--- src/rtl/dm_arb_pkg.sv ---
// Shared definitions for the two-master data-memory arbiter: state encoding,
// master indices, default widths and the alignment helper.
package dm_arb_pkg;

  localparam int unsigned DefaultAddrW = 32;
  localparam int unsigned DefaultDataW = 32;

  localparam logic [1:0] IDLE   = 2'd0;
  localparam logic [1:0] ACCESS = 2'd1;
  localparam logic [1:0] RESP   = 2'd2;

  localparam logic M0 = 1'b0;
  localparam logic M1 = 1'b1;

  typedef enum logic [1:0] {
    StIdle   = IDLE,
    StAccess = ACCESS,
    StResp   = RESP
  } state_e;

  function automatic logic is_misaligned(input logic [1:0] lsb);
    return lsb != 2'b00;
  endfunction

endpackage

--- src/rtl/rr_arb2.sv ---
// Two-way round-robin pick: combinational select from req and the favoured
// master, with the favoured master handed to the loser after every grant.
module rr_arb2
  import dm_arb_pkg::*;
(
  input  logic       clk,
  input  logic       reset,
  input  logic [1:0] req,
  input  logic       grant_en,
  output logic       sel
);

  logic prio_q;

  always_comb begin
    sel = M0;
    case (req)
      2'b11:   sel = prio_q;
      2'b10:   sel = M1;
      default: sel = M0;
    endcase
  end

  always_ff @(posedge clk) begin
    if (reset) begin
      prio_q <= M0;
    end else if (grant_en) begin
      prio_q <= ~sel;
    end
  end

endmodule

--- src/rtl/dm_arbiter.sv ---
// Two-master sequencer for the single-ported data memory (IDLE -> ACCESS -> RESP).
// Define DM_ARB_ALIGN_CHK_EN to block misaligned accesses and add m0_err/m1_err.
module dm_arbiter
  import dm_arb_pkg::*;
#(
  parameter int unsigned ADDR_W = DefaultAddrW,
  parameter int unsigned DATA_W = DefaultDataW
) (
  input  logic              clk,
  input  logic              reset,
  input  logic              m0_req,
  input  logic              m0_we,
  input  logic [ADDR_W-1:0] m0_addr,
  input  logic [DATA_W-1:0] m0_wdata,
  output logic              m0_ack,
  output logic [DATA_W-1:0] m0_rdata,
  input  logic              m1_req,
  input  logic              m1_we,
  input  logic [ADDR_W-1:0] m1_addr,
  input  logic [DATA_W-1:0] m1_wdata,
  output logic              m1_ack,
  output logic [DATA_W-1:0] m1_rdata,
`ifdef DM_ARB_ALIGN_CHK_EN
  output logic              m0_err,
  output logic              m1_err,
`endif
  output logic [ADDR_W-1:0] mem_addr,
  output logic [DATA_W-1:0] mem_wdata,
  output logic              mem_write,
  output logic              mem_read,
  input  logic [DATA_W-1:0] mem_rdata,
  output logic              busy
);

  state_e state_q;
  logic   sel, sel_q, we_q, mis_q, grant_en;
  logic   win_we, win_mis;
  logic [ADDR_W-1:0] win_addr;
  logic [DATA_W-1:0] win_wdata;

  assign grant_en = (state_q == StIdle) && (m0_req || m1_req);

  rr_arb2 u_rr_arb2 (
    .clk      (clk),
    .reset    (reset),
    .req      ({m1_req, m0_req}),
    .grant_en (grant_en),
    .sel      (sel)
  );

  always_comb begin
    win_we    = (sel == M1) ? m1_we    : m0_we;
    win_addr  = (sel == M1) ? m1_addr  : m0_addr;
    win_wdata = (sel == M1) ? m1_wdata : m0_wdata;
  end

`ifdef DM_ARB_ALIGN_CHK_EN
  assign win_mis = is_misaligned(win_addr[1:0]);
`else
  assign win_mis = 1'b0;
`endif

  always_ff @(posedge clk) begin
    if (reset) begin
      state_q   <= StIdle;
      sel_q     <= M0;
      we_q      <= 1'b0;
      mis_q     <= 1'b0;
      mem_addr  <= '0;
      mem_wdata <= '0;
      mem_write <= 1'b0;
      mem_read  <= 1'b0;
      m0_ack    <= 1'b0;
      m1_ack    <= 1'b0;
      m0_rdata  <= '0;
      m1_rdata  <= '0;
      busy      <= 1'b0;
`ifdef DM_ARB_ALIGN_CHK_EN
      m0_err    <= 1'b0;
      m1_err    <= 1'b0;
`endif
    end else begin
      m0_ack <= 1'b0;
      m1_ack <= 1'b0;
`ifdef DM_ARB_ALIGN_CHK_EN
      m0_err <= 1'b0;
      m1_err <= 1'b0;
`endif
      unique case (state_q)
        StIdle: begin
          if (grant_en) begin
            // Latch the winner here; its inputs are ignored until the next IDLE.
            sel_q     <= sel;
            we_q      <= win_we;
            mis_q     <= win_mis;
            mem_addr  <= win_addr;
            mem_wdata <= win_wdata;
            mem_write <= win_we & ~win_mis;
            mem_read  <= ~win_we & ~win_mis;
            busy      <= 1'b1;
            state_q   <= StAccess;
          end
        end
        StAccess: begin
          mem_write <= 1'b0;
          mem_read  <= 1'b0;
          if (sel_q == M1) begin
            m1_ack <= 1'b1;
            if (mis_q)      m1_rdata <= '0;
            else if (!we_q) m1_rdata <= mem_rdata;
          end else begin
            m0_ack <= 1'b1;
            if (mis_q)      m0_rdata <= '0;
            else if (!we_q) m0_rdata <= mem_rdata;
          end
`ifdef DM_ARB_ALIGN_CHK_EN
          m0_err <= mis_q && (sel_q == M0);
          m1_err <= mis_q && (sel_q == M1);
`endif
          state_q <= StResp;
        end
        StResp: begin
          busy    <= 1'b0;
          state_q <= StIdle;
        end
        default: begin
          busy    <= 1'b0;
          state_q <= StIdle;
        end
      endcase
    end
  end

endmodule

--- config.mk ---
export PLATFORM = sky130hd
export DESIGN_NAME = dm_arbiter
export DESIGN_NICKNAME = d
export VERILOG_FILES = /design/src/rtl/dm_arb_pkg.sv /design/src/rtl/rr_arb2.sv /design/src/rtl/dm_arbiter.sv
export SDC_FILE = /design/constraint.sdc
export NUM_CORES = 1
export LEC_CHECK = 0
export BUFFER_PORTS_ARGS = -buffer_cell sky130_fd_sc_hd__buf_2
export CAP_MARGIN = 20
export CORE_MARGIN = 4
export CORE_UTILIZATION = 48
export CTS_BUF_LIST = sky130_fd_sc_hd__clkbuf_16
export DETAILED_ROUTE_END_ITERATION = 8
export GPL_TIMING_DRIVEN = 0
export PLACE_DENSITY = 0.88
export SLEW_MARGIN = 10
export SYNTH_ARGS = -nofsm -noshare
export SYNTH_HDL_FRONTEND = slang
export SYNTH_HIERARCHICAL = 1
export SYNTH_SLANG_ARGS = --single-unit
--- constraint.sdc ---
create_clock -name clk -period 3.5 [get_ports clk]
set_input_delay 0.7 -clock clk [delete_from_list [all_inputs] [get_ports clk]]
set_output_delay 0.7 -clock clk [all_outputs]
set_load 0.02 [all_outputs]
-- Word level (Yosys, flattened, before mapping)
Cells that the tools add are included.
- flip-flop bits (word level): 138
- word-level logic and storage cells: 47
- eq/ne operators: 4
- muxes and demuxes: 15
- reductions and logical operators: 10
- bitwise gates (word level): 5
- operators with widths (cell ; number):
    32-bit 2-to-1 mux ; 3
    1-bit one-hot mux with 2 select lines ; 4
    1-bit 2-to-1 mux ; 6
    2-bit AND reduction ; 3
    3-bit AND reduction ; 2
    1-bit NOT ; 5
    2-bit == test (second input constant) ; 2
    2-bit one-hot mux with 2 select lines ; 1
    2-bit by 1-bit == test with 1-bit output (second input constant) ; 1
    2-bit logical NOT ; 1
    2-bit 2-to-1 mux ; 1
    2-bit != test (second input constant) ; 1
    2-bit nonzero test ; 1
    2-bit OR reduction ; 1
    1-bit logical AND ; 1
    1-bit logical OR ; 1

-- Depth between registers and ports, before layout
Gate-level depths: netlist of run 1.
- word-level depth: 6
- depth in mapped cells: 7
- depth with buffers taken out: 5

-- By module
The synthesis of run 1 kept the hierarchy.
- modules (own cells, without submodules) (module ; area each (sq um) ; cells each ; seq. area each (sq um) ; instances):
    dm_arbiter ; 5525.3 ; 610 ; 2742.6 ; 1
    rr_arb2 ; 60.1 ; 5 ; 20.0 ; 1

-- Least setup slack after synthesis of run 1
Ideal clock, no wire load.
- path type: input to register
- start: in m0_req
- end: reg we_q
- required time: 3.384 ns
- buffers on the path: 0
- data arrival time: 1.665 ns
- setup slack: 1.719 ns
- setup time: 0.116 ns
- stages: 5
- cell sequence: nand2b_4 > and2_2 > mux2_2 > or3_1 > o211a_1
- word-level cells in the longest chain between the ends: 3
- elaborated cells between the ends (all ways): 7
- RTL lines (item ; RTL line ; RTL):
    start: declaration ; dm_arbiter.sv:11 ; input logic m0_req,
    2-bit == test ; rr_arb2.sv:17 ; case (req)
    1-bit one-hot mux with 2 select lines * ; rr_arb2.sv:17 ;
    via sel ; dm_arbiter.sv:36 ; logic sel, sel_q, we_q, mis_q, grant_en;
    1-bit 2-to-1 mux * ; dm_arbiter.sv:52 ; win_we = (sel == M1) ? m1_we : m0_we;
    end signal: assignment ; dm_arbiter.sv:94 ; we_q <= win_we;
    end: declaration ; dm_arbiter.sv:36 ;
The timed path passes the listed nets; every way through them passes the cells marked *.
A chain may end at the register's enable or synchronous reset.

-- Worst setup path in the final report of run 1
- start: in reset
- end: reg m0_rdata[2]
- RTL lines (item ; RTL line ; RTL):
    start: declaration ; dm_arbiter.sv:10 ; input logic reset,
    end signal: assignment ; dm_arbiter.sv:114 ; else if (!we_q) m0_rdata <= mem_rdata;
    end: declaration ; dm_arbiter.sv:16 ; output logic [DATA_W-1:0] m0_rdata,
No word-level cell between the ends.

==> impl_metrics.csv, run 1 <==
group,metric,value,unit
cts,cts_tree,"done",
routing,vias,5749,
final_layout,area_growth,39.9,%
final_layout,diodes,0,
job,maxCapViolCount,0,
synthesis,synthesis.nets,781,
synthesis,seq_area_frac_synth,49.5,%
worst_setup_path,r2r-start,"u_rr_arb2/prio_q",
final_layout,drive_gt1_share,40.6,%
final_layout,finalNonFillerCells,1088,
worst_setup_path,timing.rr.end,"mem_wdata[26]",
final_layout,nets,1098,
sta,hold_violations,0,
synthesis,yosys_warnings,6,
global_route,grt_max_degree,17,
synthesis,ys_seq_elements,138,
sta,grt_setup_unrepaired,"false",
pwr,p_leak,3.63,nW
sta,slew_violations,0,
synthesis,ys_top_cells_by_area,"dfxtp_1, a21oi_1, mux2i_1",
routing,drc,0,
global_route,top_usage_layer,"met2",
floorplanning,rows,39,
global_route,grt_util_met2,46.1,%
sta,max_freq,0.516,GHz
synthesis,syn_area,5590,um2
worst_setup_path,r2r_slack,1.75,ns
cts,clkLatencyLatePin,0.41,ns
sta,post-route-period-util,55.4,%
worst_setup_path,cp.buffers_inverters,4,
worst_setup_path,critPathMostFrequentCell,"clkbuf_1",
sta,tightest_slew,0.745,ns
worst_setup_path,r2r_cells,6,
synthesis,synth.avg_cell_area,9.08,um2
routing,wl_per_cell,16.3,um
worst_setup_path,cp.required,3.77,ns
global_route,grt_overflow_total,0,
floorplanning,core_area,11400,um2
sta,setup_viol,0,
synthesis,postSynthCellCount,615,
global_route,use_met3,7.00,%
routing,via_per_inst,5.28,
routing,finalWirelength,17700,um
worst_setup_path,path_cells,"buf_2, clkbuf_1, clkbuf_1, buf_1, a21oi_1",
synthesis,synth_cell_types,34,
synthesis,synth_top_area_cell,"dfxtp_1",
floorplanning,dieWidth,116,um
sta,fin_tns_setup,0,ns
worst_setup_path,max_stage_delay,0.48,ns
pwr,powerDensity,548,nW/um2
place,dp_slack,1.12,ns
cts,cts_hold_buffers,0,
place,place.gp.congestion,0.838,
min_path,hold_class,"flip-flop to flip-flop",
cts,clk_pin_slew_worst_paths,0.06,ns
status,status,"finished clean",
global_route,grt_pass1_vias,5415,
min_path,min-delay-start,"m0_rdata[5]",
cts,clk_path_buf_depth,2,
pwr,power,4.28,mW
floorplanning,die_h,116,um
floorplanning,initial_core_util,48.9,%
worst_setup_path,cp_top_family,"buffers and inverters",
synthesis,synth_top_area_share,49.5,%
cts,numCtsBuffers,17,
sta,setup_ws,1.56,ns
worst_setup_path,worstSetupEndpointType,"flip-flop",
cts,cts_setup_buffers,0,
pwr,ir_worst_vdd,0.000352,V
place,port_buffers,298,
sta,skew,0.00888,ns
place,dp.cells,1056,
worst_setup_path,cp-start-kind,"input pin",
routing,ant_nets,0,
cts,cts-root-buf,"clkbuf_16",
routing,firstDrtPassIters,4,
global_route,grt_use_total,25.4,%
min_path,holdPathStages,2,
worst_setup_path,cp.arrival,2.21,ns
sta,relSlewSlack,50.3,%
global_route,grt_pass1_wl,26500,um
cts,htreeDepth,4,
min_path,min_to,"m0_rdata[5]",
worst_setup_path,crit_fanout,10,
floorplanning,dieArea,13400,um2
sta,finalCriticalPeriod,1.94,ns
floorplanning,io_pins,299,
place,hpwl,14100,um
routing,drt_iter0_markers,344,
cts,cts.repair.resized,0,
cts,cts_sinks,138,
global_route,antenna_found_initial,0,
global_route,gr-usage-met1,27.6,%
worst_setup_path,worst_path_max_delay_cell,"buf_1",
worst_setup_path,crit_type,"input pin to flip-flop",
-- worst min-delay path: cells and delay by family (launching register included) --
kind            cells  cell delay, ns
flops               1            0.30
simple gates        1            0.05
compound gates      1            0.05
-- metrics by stage --
| step | cell area [um2] | utilization (%) | hold WS [ns] |
|---|---|---|---|
| detailed placement | 7260 | 63.5 | 0.444 |
| global placement | 7260 | 63.5 | 0.439 |
| floorplan | 5590 | - | 0.502 |
| finish | 7810 | 68.4 | 0.451 |
| CTS | 7810 | 68.4 | 0.452 |
| global route | 7810 | 68.4 | 0.458 |
-- cells in the mapped netlist --
cell type and instances:
nor2_2 1, dfxtp_1 138, nor4b_2 1, nor3_1 1, a21oi_1 132, and2_1 1, nand3_1 2, a211oi_1 54
or4b_1 1, inv_2 1, o211a_1 1, nand2_1 129, buf_2 28, or2_0 1, and2_2 1, inv_1 1
a311oi_2 1, o21ai_0 2, buf_4 3, nand2b_4 1, buf_1 3, mux2i_1 64, nor2_1 4, a211oi_2 10
or3_1 1, nand4bb_1 1, mux2_2 1, clkbuf_1 21, buf_6 4, o211ai_1 1, nor4bb_1 1, nand2b_1 2
or2_2 1, nand2_2 1
-- layout make-up --
cell class,instances,area [um2]
Multi-Input combinational cell,416,2520
Tap cell,143,179
Clock inverter,15,131
Inverter,2,7.51
Buffer,59,298
Timing Repair Buffer,298,1490
Clock buffer,17,425
Fill cell,936,3610
Sequential cell,138,2760
-- worst max-delay path by stage --
stage	startpoint	endpoint	slack (ns)	depth (start not counted)
6_report	reset	m0_rdata[2]	1.56	5
5_1_grt	reset	sel_q	1.40	5
4_1_cts	reset	m0_rdata[1]	1.56	5
3_5_place_dp	reset	m0_rdata[1]	1.12	5
3_3_place_gp	reset	state_q[0]	1.11	5
2_1_floorplan	m0_req	we_q	1.72	5
-- registers in the layout, indices dropped and copies added (netlist names) --
register,flops
m0_rdata,32
m1_rdata,32
mem_addr,32
mem_wdata,32
state_q,2
busy,1
m0_ack,1
m1_ack,1
mem_read,1
mem_write,1
sel_q,1
u_rr_arb2/prio_q,1
we_q,1
-- power breakdown --
part	leakage (nW)	internal [mW]	total (mW)	switching [mW]
clock network	0.272	0.933	1.67	0.742
registers	1.13	1.70	1.77	0.0690
logic	2.22	0.329	0.845	0.516
total	3.63	2.96	4.28	1.33
-- layout by cell type (no fill, tap or decap), drive strengths merged --
cell type,netlist,layout
o21ai,2,2
clkbuf,21,38
o211ai,1,1
mux2i,64,64
nand4bb,1,1
nand3,2,2
dfxtp,138,138
inv,2,10
a211oi,64,64
nor3,1,1
nor2,5,5
clkinvlp,0,2
nand2b,3,3
mux2,1,1
or2,2,2
o211a,1,1
a21oi,132,132
or4b,1,1
buf,38,336
or3,1,1
nor4b,1,1
nand2,130,130
and2,2,2
clkinv,0,5
a311oi,1,1
nor4bb,1,1
-- layer usage --
| metal | vias up | part of all wire, % |
|---|---|---|
| met3 | 38 | 9.1 |
| li1 | 2809 | - |
| met2 | 275 | 51 |
| met5 | - | 0 |
| met1 | 2627 | 36 |
| met4 | 0 | 3.0 |
-- kinds of logic after synthesis --
family	Yosys count	share of synthesized area [%]
compound gates	201	22.1
simple gates	150	11.3
flops	138	49.5
mux	65	11.7
buf+inv	61	5.47
Power figures use the tool's default switching activity.
==> run 2, diff against run 1 <==
--- a/config.mk
+++ b/config.mk
@@ -7,12 +7,13 @@
 export LEC_CHECK = 0
 export BUFFER_PORTS_ARGS = -buffer_cell sky130_fd_sc_hd__buf_2
 export CAP_MARGIN = 20
+export CORE_ASPECT_RATIO = 1.5
 export CORE_MARGIN = 4
-export CORE_UTILIZATION = 48
+export CORE_UTILIZATION = 41
 export CTS_BUF_LIST = sky130_fd_sc_hd__clkbuf_16
 export DETAILED_ROUTE_END_ITERATION = 8
 export GPL_TIMING_DRIVEN = 0
-export PLACE_DENSITY = 0.88
+export PLACE_DENSITY = 0.8
 export SLEW_MARGIN = 10
 export SYNTH_ARGS = -nofsm -noshare
 export SYNTH_HDL_FRONTEND = slang
==> constraint.sdc (replaced) <==
create_clock -name clk -period 1.7 [get_ports clk]
set_input_delay 0.34 -clock clk [delete_from_list [all_inputs] [get_ports clk]]
set_output_delay 0.34 -clock clk [all_outputs]
set_load 0.02 [all_outputs]
==> run 2 against run 1 <==
  * Via count fell by 2.7%
  * Total power rose by 120%
  * Highest routed layer unchanged
  * Clock power rose by 150%
  * First-iteration DRC count fell by 63%
  * Utilization fell by 9.0 points
  * Largest power group is now clock
  * Worst hold slack got worse by 0.34 ns
  * Flip-flop and latch count did not move
==> impl_metrics.csv, run 2 (synthesis gave the netlist of run 1 again) <==
group,metric,value,unit
sta,setup_viol,0,
floorplanning,rows,52,
worst_setup_path,crit_fanout,10,
cts,cts_tree,"done",
floorplanning,initial_core_util,41.7,%
global_route,grt_use_total,22.6,%
routing,vias,5596,
final_layout,final_util,59.4,%
floorplanning,die_h,151,um
cts,cts_sinks,138,
sta,skew,0.0108,ns
place,dp.cells,1075,
global_route,antenna_found_initial,0,
final_layout,diodes,0,
final_layout,layout_commonest_cell,"buf_2",
cts,clkLatencyLatePin,0.41,ns
sta,max_freq,0.612,GHz
pwr,p_leak,3.69,nW
routing,firstDrtPassIters,4,
routing,finalWirelength,17900,um
min_path,hold_class,"input pin to flip-flop",
global_route,grt_pass1_wl,27200,um
worst_setup_path,crit_type,"flip-flop to flip-flop",
final_layout,nets,1097,
cts,clk_pin_slew_worst_paths,0.06,ns
routing,drc,0,
floorplanning,core_area,13400,um2
sta,grt_setup_unrepaired,"true",
worst_setup_path,worstSetupEndpointType,"flip-flop",
final_layout,finalNonFillerCells,1106,
sta,hold_violations,0,
final_layout,drive_gt1_share,41.1,%
worst_setup_path,cp-start-kind,"flip-flop",
global_route,grt_pass1_vias,5457,
cts,cts-root-buf,"clkbuf_16",
global_route,grt_overflow_total,0,
place,port_buffers,298,
status,status,"finished clean",
final_layout,layout_common_cells,"buf_2, dfxtp_1, a21oi_1, nand2_1, mux2i_1",
cts,numCtsBuffers,17,
routing,ant_nets,0,
worst_setup_path,cp.required,1.97,ns
floorplanning,io_pins,299,
pwr,powerDensity,1190,nW/um2
routing,via_per_inst,5.06,
pwr,ir_worst_vdd,0.000613,V
worst_setup_path,cp.arrival,1.90,ns
sta,finalCriticalPeriod,1.63,ns
final_layout,area_growth,42.5,%
place,place.gp.congestion,0.798,
cts,cts_setup_buffers,0,
floorplanning,dieWidth,103,um
sta,relSlewSlack,59.3,%
place,hpwl,14200,um
sta,post-route-period-util,96.1,%
cts,clk_path_buf_depth,2,
global_route,grt_max_degree,17,
routing,wl_per_cell,16.2,um
cts,htreeDepth,4,
sta,slew_violations,0,
sta,tightest_slew,0.610,ns
floorplanning,dieArea,15600,um2
job,maxCapViolCount,0,
routing,drt_iter0_markers,129,
-- run 2: path summary, 6_finish.rpt --
| path | from | to | slack, ns | cells after the start |
|---|---|---|---|---|
| worst max register to register | u_rr_arb2/prio_q | mem_addr[13] | 0.07 | 6 |
| worst min register to register | m1_rdata[13] | m1_rdata[13] | 0.45 | 2 |
| worst max-delay path | u_rr_arb2/prio_q | mem_addr[13] | 0.07 | 6 |
| worst min-delay path | reset | u_rr_arb2/prio_q | 0.11 | 2 |
-- run 2: repair_timing --
action	in CTS	in global routing
cloned	0	0
setup endpoints to repair	63	70
resized for setup	2	12
endpoints found under the hold margin	0	0
hold buffers	0	0
-- run 2: stage by stage --
step / setup WS, ns / setup TNS (ns) / hold slack, ns / cell area [um2] / power, mW
finish: 0.0658 / 0 / 0.107 / 7960 / 9.50
global route: -0.0192 / -0.0396 / 0.0931 / 7960 / 9.89
CTS: 0.00508 / 0 / 0.0936 / 7940 / 9.57
detailed placement: -0.519 / -31.49 / 0.444 / 7280 / 5.44
global placement: -0.486 / -30.04 / 0.439 / 7280 / 5.41
floorplan: 0.246 / 0 / 0.408 / 5590 / 4.75
-- run 2: area by class of cell --
class	instances	area [um2]
repair buffers	298	1490
clock buffers	17	425
well taps	162	203
plain buffers	58	310
fillers	1226	5450
clock inverters	15	236
multi-input cells	416	2520
flip-flops and latches	138	2770
inverters	2	8.76
-- run 2: worst max-delay path, cell delays in order (launching register included) --
cell and delay, ns:
dfxtp_1 0.33, nand2b_4 0.13, and2_2 0.16, buf_4 0.21, buf_4 0.26, mux2i_1 0.29
a211oi_1 0.11
-- run 2: power breakdown --
part	switching [mW]	leakage [nW]	internal, mW	total [mW]
Combinational	1.05	2.23	0.682	1.74
Sequential	0.136	1.13	3.49	3.63
Clock	1.49	0.321	2.65	4.14
Total	2.68	3.69	6.82	9.50
-- run 2: metal layers --
layer	vias to the layer above	global-route usage [%]	wire length [um]
li1	2795	-	-
met5	-	0	0
met3	27	5.53	1280
met1	2558	24.5	6500
met4	0	7.06	317
met2	216	42.0	9840
